$ cat src/rtl/sys_ctrl_pkg.sv
// Shared system-controller constants: default widths, configuration
// register reset values and the register map of the low registers.
package sys_ctrl_pkg;

    localparam int DEF_DATA_WIDTH = 8;
    localparam int DEF_ADDR_WIDTH = 4;

    // UART config: parity enable, even parity, prescale 32.
    localparam logic [7:0] UART_CFG_RST  = 8'h81;
    // Clock-divider ratio 32.
    localparam logic [7:0] DIV_RATIO_RST = 8'h20;

    localparam int REG_ALU_A     = 0;
    localparam int REG_ALU_B     = 1;
    localparam int REG_UART_CFG  = 2;
    localparam int REG_DIV_RATIO = 3;

endpackage

$ cat src/rtl/cfg_tap_pack.sv
// Flattens the lowest NUM_CFG register words onto one packed bus,
// register k landing at bits [k*DATA_WIDTH +: DATA_WIDTH]. Pure wiring,
// so the bus is driven straight from the storage flops.
module cfg_tap_pack #(
    parameter int DATA_WIDTH = 8,
    parameter int NUM_CFG    = 4
) (
    input  logic [NUM_CFG-1:0][DATA_WIDTH-1:0] regs,
    output logic [NUM_CFG*DATA_WIDTH-1:0]      cfg_regs
);

    // Place each configuration word in its own lane of the output bus.
    always_comb begin
        cfg_regs = '0;
        for (int k = 0; k < NUM_CFG; k++) begin
            cfg_regs[k*DATA_WIDTH +: DATA_WIDTH] = regs[k];
        end
    end

endmodule

$ cat src/rtl/reg_file_cfg.sv
// Single-port register file for the system controller. Holds operands
// and configuration words, answers reads with a registered one-cycle
// valid strobe, and exports its lowest NUM_CFG words continuously.
//
// Handshake: the controller asserts RdEn for one cycle per word it wants;
// there is no ready/back-pressure. RdData_Valid is high for exactly the
// cycle after each accepted read. A write in the same cycle wins and the
// read is dropped without a strobe; the controller must reissue it.
module reg_file_cfg
    import sys_ctrl_pkg::*;
#(
    parameter int                    DATA_WIDTH = DEF_DATA_WIDTH,
    parameter int                    ADDR_WIDTH = DEF_ADDR_WIDTH,
    parameter int                    NUM_CFG    = 4,
    parameter logic [DATA_WIDTH-1:0] CFG2_RST   = DATA_WIDTH'(UART_CFG_RST),
    parameter logic [DATA_WIDTH-1:0] CFG3_RST   = DATA_WIDTH'(DIV_RATIO_RST)
) (
    input  logic                          CLK,
    input  logic                          RST,
    input  logic                          WrEn,
    input  logic                          RdEn,
    input  logic [ADDR_WIDTH-1:0]         Address,
    input  logic [DATA_WIDTH-1:0]         WrData,
    output logic [DATA_WIDTH-1:0]         RdData,
    output logic                          RdData_Valid,
    output logic [NUM_CFG*DATA_WIDTH-1:0] Cfg_Regs
);

    localparam int DEPTH = 2 ** ADDR_WIDTH;

    // Packed so the configuration slice can be handed over as one vector.
    logic [DEPTH-1:0][DATA_WIDTH-1:0] mem;

    logic rd_accept;

    // Reset value per register; only indices below DEPTH are ever asked,
    // so registers 2/3 get their presets only when they exist.
    function automatic logic [DATA_WIDTH-1:0] rst_value(input int idx);
        rst_value = '0;
        if (idx == REG_UART_CFG) begin
            rst_value = CFG2_RST;
        end else if (idx == REG_DIV_RATIO) begin
            rst_value = CFG3_RST;
        end
    endfunction

    assign rd_accept = RdEn && !WrEn;

    // Storage: preset on reset, otherwise take a write at the edge.
    always_ff @(posedge CLK or negedge RST) begin
        if (!RST) begin
            for (int i = 0; i < DEPTH; i++) begin
                mem[i] <= rst_value(i);
            end
        end else if (WrEn) begin
            mem[Address] <= WrData;
        end
    end

    // Read port: capture data on an accepted read, strobe valid for one cycle.
    always_ff @(posedge CLK or negedge RST) begin
        if (!RST) begin
            RdData       <= '0;
            RdData_Valid <= 1'b0;
        end else begin
            RdData_Valid <= rd_accept;
            if (rd_accept) begin
                RdData <= mem[Address];
            end
        end
    end

    cfg_tap_pack #(
        .DATA_WIDTH (DATA_WIDTH),
        .NUM_CFG    (NUM_CFG)
    ) u_cfg_tap_pack (
        .regs     (mem[NUM_CFG-1:0]),
        .cfg_regs (Cfg_Regs)
    );

endmodule

$ cat config.mk
export PLATFORM = sky130hd
export DESIGN_NAME = reg_file_cfg
export DESIGN_NICKNAME = d
export VERILOG_FILES = /design/src/rtl/sys_ctrl_pkg.sv /design/src/rtl/cfg_tap_pack.sv /design/src/rtl/reg_file_cfg.sv
export SDC_FILE = /design/constraint.sdc
export NUM_CORES = 1
export LEC_CHECK = 0
export CAP_MARGIN = 20
export CORE_ASPECT_RATIO = 0.75
export CORE_MARGIN = 2
export CORE_UTILIZATION = 55
export CTS_CLUSTER_SIZE = 10
export DETAILED_ROUTE_END_ITERATION = 6
export PLACE_DENSITY = 0.75
export REMOVE_ABC_BUFFERS = 1
export SYNTH_ARGS = -nofsm -noshare
export SYNTH_HDL_FRONTEND = slang
export SYNTH_SLANG_ARGS = --single-unit
$ cat constraint.sdc
create_clock -name CLK -period 2.87 [get_ports CLK]
set_clock_uncertainty 0.05 [all_clocks]
set_input_delay 0.574 -clock CLK [delete_from_list [all_inputs] [get_ports CLK]]
set_output_delay 0.574 -clock CLK [all_outputs]
set_load 0.02 [all_outputs]
==> flow_metrics.env, run 1 <==
export IMPL_avgSynthCellArea_sq_um=13.6
export IMPL_end_kind="output port"
export IMPL_setup_tns_final_ns=0
export IMPL_crit_family="buffers and inverters"
export IMPL_use_met1_pct=38.1
export IMPL_rows=34
export IMPL_rr_startpoint="mem[6]"
export IMPL_rsz0062_at_grt="no"
export IMPL_power_density_nw_per_um2=782
export IMPL_grt_use_total_pct=25.1
export IMPL_r2r_end="RdData[6]"
export IMPL_numPortBuffers=56
export IMPL_startpoint_type="flip-flop"
export IMPL_hp_class="in2async"
export IMPL_grtUsageMet2_pct=36.6
export IMPL_max_freq_mhz=455
export IMPL_clock_sinks=137
export IMPL_critPathSlowestCell="clkdlybuf4s50_1"
export IMPL_p_total_w=0.00598
export IMPL_top_usage_layer="met1"
export IMPL_ys_ff_latch=137
export IMPL_wl_um=14900
export IMPL_maxSlewHeadroom_pct=50.6
export IMPL_place_congestion=0.847
export IMPL_slowest_delay_ns=0.60
export IMPL_cts_resized_gates=0
export IMPL_ioPinCount=57
export IMPL_cts_buffers=17
export IMPL_ant_nets=0
export IMPL_cts_buffer_depth=2
export IMPL_synth_distinct_cells=32
export IMPL_cts_tree="yes"
export IMPL_p_leak_nw=3.34
export IMPL_coreArea_sq_um=11600
export IMPL_critical_path_peak_fanout=3
export IMPL_async_flop_share_pct=100
export IMPL_die_x_um=130
export IMPL_firstDrtPassIters=4
export IMPL_cts_setup_buffers=0
export IMPL_avgViaCountPerCell=5.74
export IMPL_hpwlAfterDp_um=10300
export IMPL_dieArea_sq_um=12800
export IMPL_syn2layout_area_growth_pct=16.8
export IMPL_worstPathArrival_ns=1.57
export IMPL_yosysTopAreaCell="dfrtp_1"
export IMPL_route_detailed_drc=0
export IMPL_clkTransAtPathRegs_ns=0.06
export IMPL_crit_buf_inv=1
export IMPL_met3_usage_pct=5.48
export IMPL_status="complete, no violations"
export IMPL_overflow=0
export IMPL_synth_top_cell_area_share_pct=51.2
export IMPL_fin_crit_sh_pct=76.5
export IMPL_reg2reg_slack_ns=1.43
export IMPL_worst_pin_slew_ns=0.738
export IMPL_grt_max_degree=53
export IMPL_synth_edf_count=0
export IMPL_rr_worst_depth=3
export IMPL_yosysWarnings=0
export IMPL_syn_area_sq_um=6550
export IMPL_insertion_delay_ns=0.42
export IMPL_synth_area_top_cells="dfrtp_1 (51%), mux2_2 (19%), mux2i_1 (7.3%), buf_4 (4.4%), mux4_2 (2.7%)"
export IMPL_crit_type="reg2out"
export IMPL_grt_first_pass_wirelength_um=23800
export IMPL_cts_hold_buf=0
export IMPL_period_needed_ns=2.20
export IMPL_fillCellCount=846
export IMPL_max_vdd_ir_drop_mv=0.513
export IMPL_synth_most_common_cell="dfrtp_1"
export IMPL_final_max_slew_violation_count=0
export IMPL_vias=3996
export IMPL_setup_viol=0
export IMPL_htree_levels=4
export IMPL_clockRootBuffer="clkbuf_16"
export IMPL_final_util_pct=65.9
export IMPL_n_antenna_cell=0
export IMPL_synth_flop_cell="dfrtp_1"
export IMPL_synth_commonest_cells="dfrtp_1 (134), mux2_2 (112), mux2i_1 (48)"
export IMPL_dr_first_iter_drc_count=260
export IMPL_finalHoldViolations=0
export IMPL_seq_area_frac_synth_pct=52.4
export IMPL_start_util_pct=56.4
export IMPL_final_layout_size_suffix_gt1_share_pct=37.5
export IMPL_crit_chain="clkdlybuf4s50_1"
export IMPL_wl_per_cell_um=21.5
export IMPL_nets=537
export IMPL_max_cap_violations=0
export IMPL_grt_antenna_before_repair=0
export IMPL_die_h_um=98.5
export IMPL_grt_pass1_vias=4169
export IMPL_synthCells=481
export IMPL_crit_required_ns=2.25
[power by group]
part           total, W  internal [W]  leakage (nW)  switching [W]
combinational   0.00136      0.000736          1.42       0.000623
sequential      0.00266       0.00238          1.67       0.000277
clock           0.00196       0.00111         0.248       0.000853
[flip-flops by register name, indices dropped and copies added (netlist names)]
signal,cells
RdData_Valid,1
RdData,8
mem,128
[metal layers]
| metal | share of wire (%) | vias up |
|---|---|---|
| li1 | - | 1791 |
| met1 | 48 | 2079 |
| met2 | 45 | 108 |
| met3 | 5.4 | 18 |
| met4 | 1.1 | 0 |
| met5 | 0 | - |
[final cells by class]
class                   count  area, sq um  area share (%)
multi-input cells         281         2700            35.3
well taps                 162          203            2.65
clock inverters            12         92.6            1.21
clock buffers              20          437            5.71
repair buffers             84          783            10.2
flip-flops and latches    137         3430            44.9
[cells in the final DEF, fill, tap and decap left out, drive strengths merged, types with 4 or more instances in the layout]
cell type and instances:
nor2 26, o22ai 10, nand2 6, dfrtp 134, clkinv 4, nand3b 5, clkinvlp 4, mux2i 48
clkbuf 20, a31oi 8, nand3 6, buf 31, inv 4, mux4 8, nand2b 4, o21ai 5
a221oi 5, clkdlybuf4s50 53, mux2 128
[kinds of logic after synthesis]
group | count (synthesis) | synth area share [%]
compound gates | 34 | 3.57
buf+inv | 63 | 6.36
flops | 137 | 52.4
mux | 184 | 32.5
simple gates | 63 | 5.16
[per-stage QoR]
stage,cells,instance area [sq um],hold slack (ns),worst slack [ns]
after floorplan,418,6140,0.228,1.03
after global placement,664,7120,0.433,0.365
after detailed placement,664,7120,0.442,0.339
after CTS,696,7650,0.179,0.661
after global routing,696,7650,0.209,0.640
final,696,7650,0.160,0.674
[how the worst max path moves through the flow]
stage | start | endpoint | slack [ns] | cells after the start
global placement | WrEn | mem[99] | 0.37 | 5
detailed placement | WrEn | mem[97] | 0.34 | 5
finish | mem[16] | Cfg_Regs[16] | 0.67 | 1
floorplan | Address[1] | mem[10] | 1.03 | 3
global route | mem[23] | Cfg_Regs[23] | 0.64 | 1
CTS | mem[23] | Cfg_Regs[23] | 0.66 | 1
Power figures use the tool's default switching activity.
==> run 2: changes to the inputs <==
- CORE_UTILIZATION: 55 -> 52
- clock period: 2.87 -> 1.8 ns (I/O delays scaled with it)
==> flow_metrics.env, run 2 (synthesis results as in run 1) <==
export IMPL_status="complete, no violations"
export IMPL_max_freq_mhz=574
export IMPL_overflow=0
export IMPL_worstPathArrival_ns=1.33
export IMPL_critical_path_peak_fanout=1
export IMPL_crit_chain="clkdlybuf4s50_1"
export IMPL_ioPinCount=57
export IMPL_htree_levels=4
export IMPL_grt_antenna_before_repair=1
export IMPL_die_h_um=101
export IMPL_maxSlewHeadroom_pct=71.5
export IMPL_wl_per_cell_um=22.1
export IMPL_regMostFlops="mem"
export IMPL_crit_buf_inv=1
export IMPL_layout_common_cells="dfrtp_1 (134), mux2_2 (112), mux2i_1 (48), buf_4 (47), dlygate4sd2_1 (39)"
export IMPL_slowest_delay_ns=0.60
export IMPL_avgViaCountPerCell=5.74
export IMPL_power_density_nw_per_um2=1270
export IMPL_rr_startpoint="mem[7]"
export IMPL_startpoint_type="flip-flop"
export IMPL_vias=4202
export IMPL_clock_sinks=137
export IMPL_post_dp_cell_area_sq_um=7490
export IMPL_n_antenna_cell=0
export IMPL_period_needed_ns=1.74
export IMPL_dr_first_iter_drc_count=264
export IMPL_crit_type="reg2out"
export IMPL_instances_no_fill=732
export IMPL_cts_setup_buffers=0
export IMPL_end_kind="output port"
export IMPL_hp_class="in2async"
export IMPL_max_vdd_ir_drop_mv=0.768
export IMPL_clkTransAtPathRegs_ns=0.06
export IMPL_clockRootBuffer="clkbuf_16"
export IMPL_start_util_pct=53.2
export IMPL_max_cap_violations=0
export IMPL_crit_path_start="RdData_Valid"
export IMPL_setup_slack_ns=0.0574
export IMPL_final_max_slew_violation_count=0
export IMPL_critPathSlowestCell="clkdlybuf4s50_1"
export IMPL_place_ws_ns=-0.425
export IMPL_cts_buffer_depth=2
export IMPL_coreArea_sq_um=12300
export IMPL_fin_crit_sh_pct=96.8
export IMPL_setup_viol=0
export IMPL_nets=569
export IMPL_hpwlAfterDp_um=11200
export IMPL_cts_buffers=17
export IMPL_route_detailed_drc=0
export IMPL_dieArea_sq_um=13500
export IMPL_crit_required_ns=1.39
export IMPL_rows=35
export IMPL_insertion_delay_ns=0.42
export IMPL_crit_family="buffers and inverters"
export IMPL_place_congestion=0.851
export IMPL_ant_nets=0
export IMPL_grt_pass1_vias=4580
export IMPL_numPortBuffers=56
export IMPL_stdcell_area_sq_um=8150
export IMPL_reg_top3="mem x128, RdData x8, RdData_Valid x1"
export IMPL_finalHoldViolations=0
export IMPL_largest_reg_flops=128
export IMPL_post_place_cells=699
export IMPL_grt_first_pass_wirelength_um=26000
export IMPL_die_x_um=134
export IMPL_p_leak_nw=3.71
export IMPL_wl_um=16200
export IMPL_grt_max_degree=44
export IMPL_final_layout_size_suffix_gt1_share_pct=41.9
export IMPL_reg2reg_slack_ns=0.36
export IMPL_worst_pin_slew_ns=0.427
export IMPL_cts_tree="yes"
export IMPL_syn2layout_area_growth_pct=24.4
export IMPL_grt_use_total_pct=26.1
export IMPL_final_common_cell="dfrtp_1"
export IMPL_firstDrtPassIters=4
==> run 2: cell types whose count changed in the layout (fill, tap and decap cells not counted), sizes merged <==
cell | previous run | this run
buf | 31 | 62
dlygate4sd3 | 0 | 1
dlymetal6s2s | 0 | 2
clkbuf | 20 | 21
clkdlybuf4s50 | 53 | 12
clkinvlp | 4 | 2
clkinv | 4 | 2
bufinv | 0 | 6
dlygate4sd2 | 0 | 39
inv | 4 | 1
==> run 2: metal layers <==
layer,part of all wire (%),wire length (um),vias to the layer above,track usage [%]
li1,-,-,1869,-
met1,45,7190,2190,36.0
met2,47,7650,132,41.8
met3,7.2,1170,11,6.76
met4,0.88,142,0,7.04
met5,0,0,-,0
==> run 2: path summary, 6_finish.rpt <==
| check | cells after the start | to |
|---|---|---|
| worst max-delay path | 1 | RdData_Valid |
| worst min-delay path | 2 | mem[24] |
| worst max register to register | 3 | RdData[7] |
| worst min register to register | 1 | mem[88] |
| max in group asynchronous | 3 | mem[16] |
| min in group CLK | 1 | mem[88] |
==> run 2: final cells by class <==
class                           count  area (sq um)
Clock inverter                     11           218
Clock buffer                       21           460
Tap cell                          166           208
Timing Repair Buffer              116          1110
Fill cell                         901          4150
Multi-Input combinational cell    281          2720
Sequential cell                   137          3430
==> run 2: through the flow <==
stage | hold slack (ns) | total power [W] | TNS, ns | utilization, %
floorplan | 0.0144 | 0.00541 | 0 | -
global placement | 0.260 | 0.00639 | -36.46 | 60.9
detailed placement | 0.265 | 0.00651 | -41.48 | 60.9
CTS | 0.398 | 0.0104 | 0 | 66.0
global route | 0.419 | 0.0107 | -0.0215 | 66.3
finish | 0.388 | 0.0103 | 0 | 66.3
==> run 2: repair_timing <==
action,CTS,global route
resized for setup,39,7
hold buffers,1,0
cloned,0,0
setup endpoints to repair,39,23
endpoints found under the hold margin,38,0
==> run 2: report_power, final <==
group          internal [W]  total [W]  switching [W]
logic               0.00109    0.00209        0.00101
registers           0.00380    0.00425       0.000450
clock network       0.00268    0.00400        0.00133
==> run 2: worst reg2reg max path: stages, from the launching register on <==
cell     delay [ns]
dfrtp_1        0.40
mux4_2         0.50
o21ai_0        0.25
a31oi_1        0.12
==> run 3: changes to the inputs <==
- GPL_ROUTABILITY_DRIVEN: not set -> 0
==> results of run 3 <==
Final layout, timing and power as in run 2 (identical DEF).
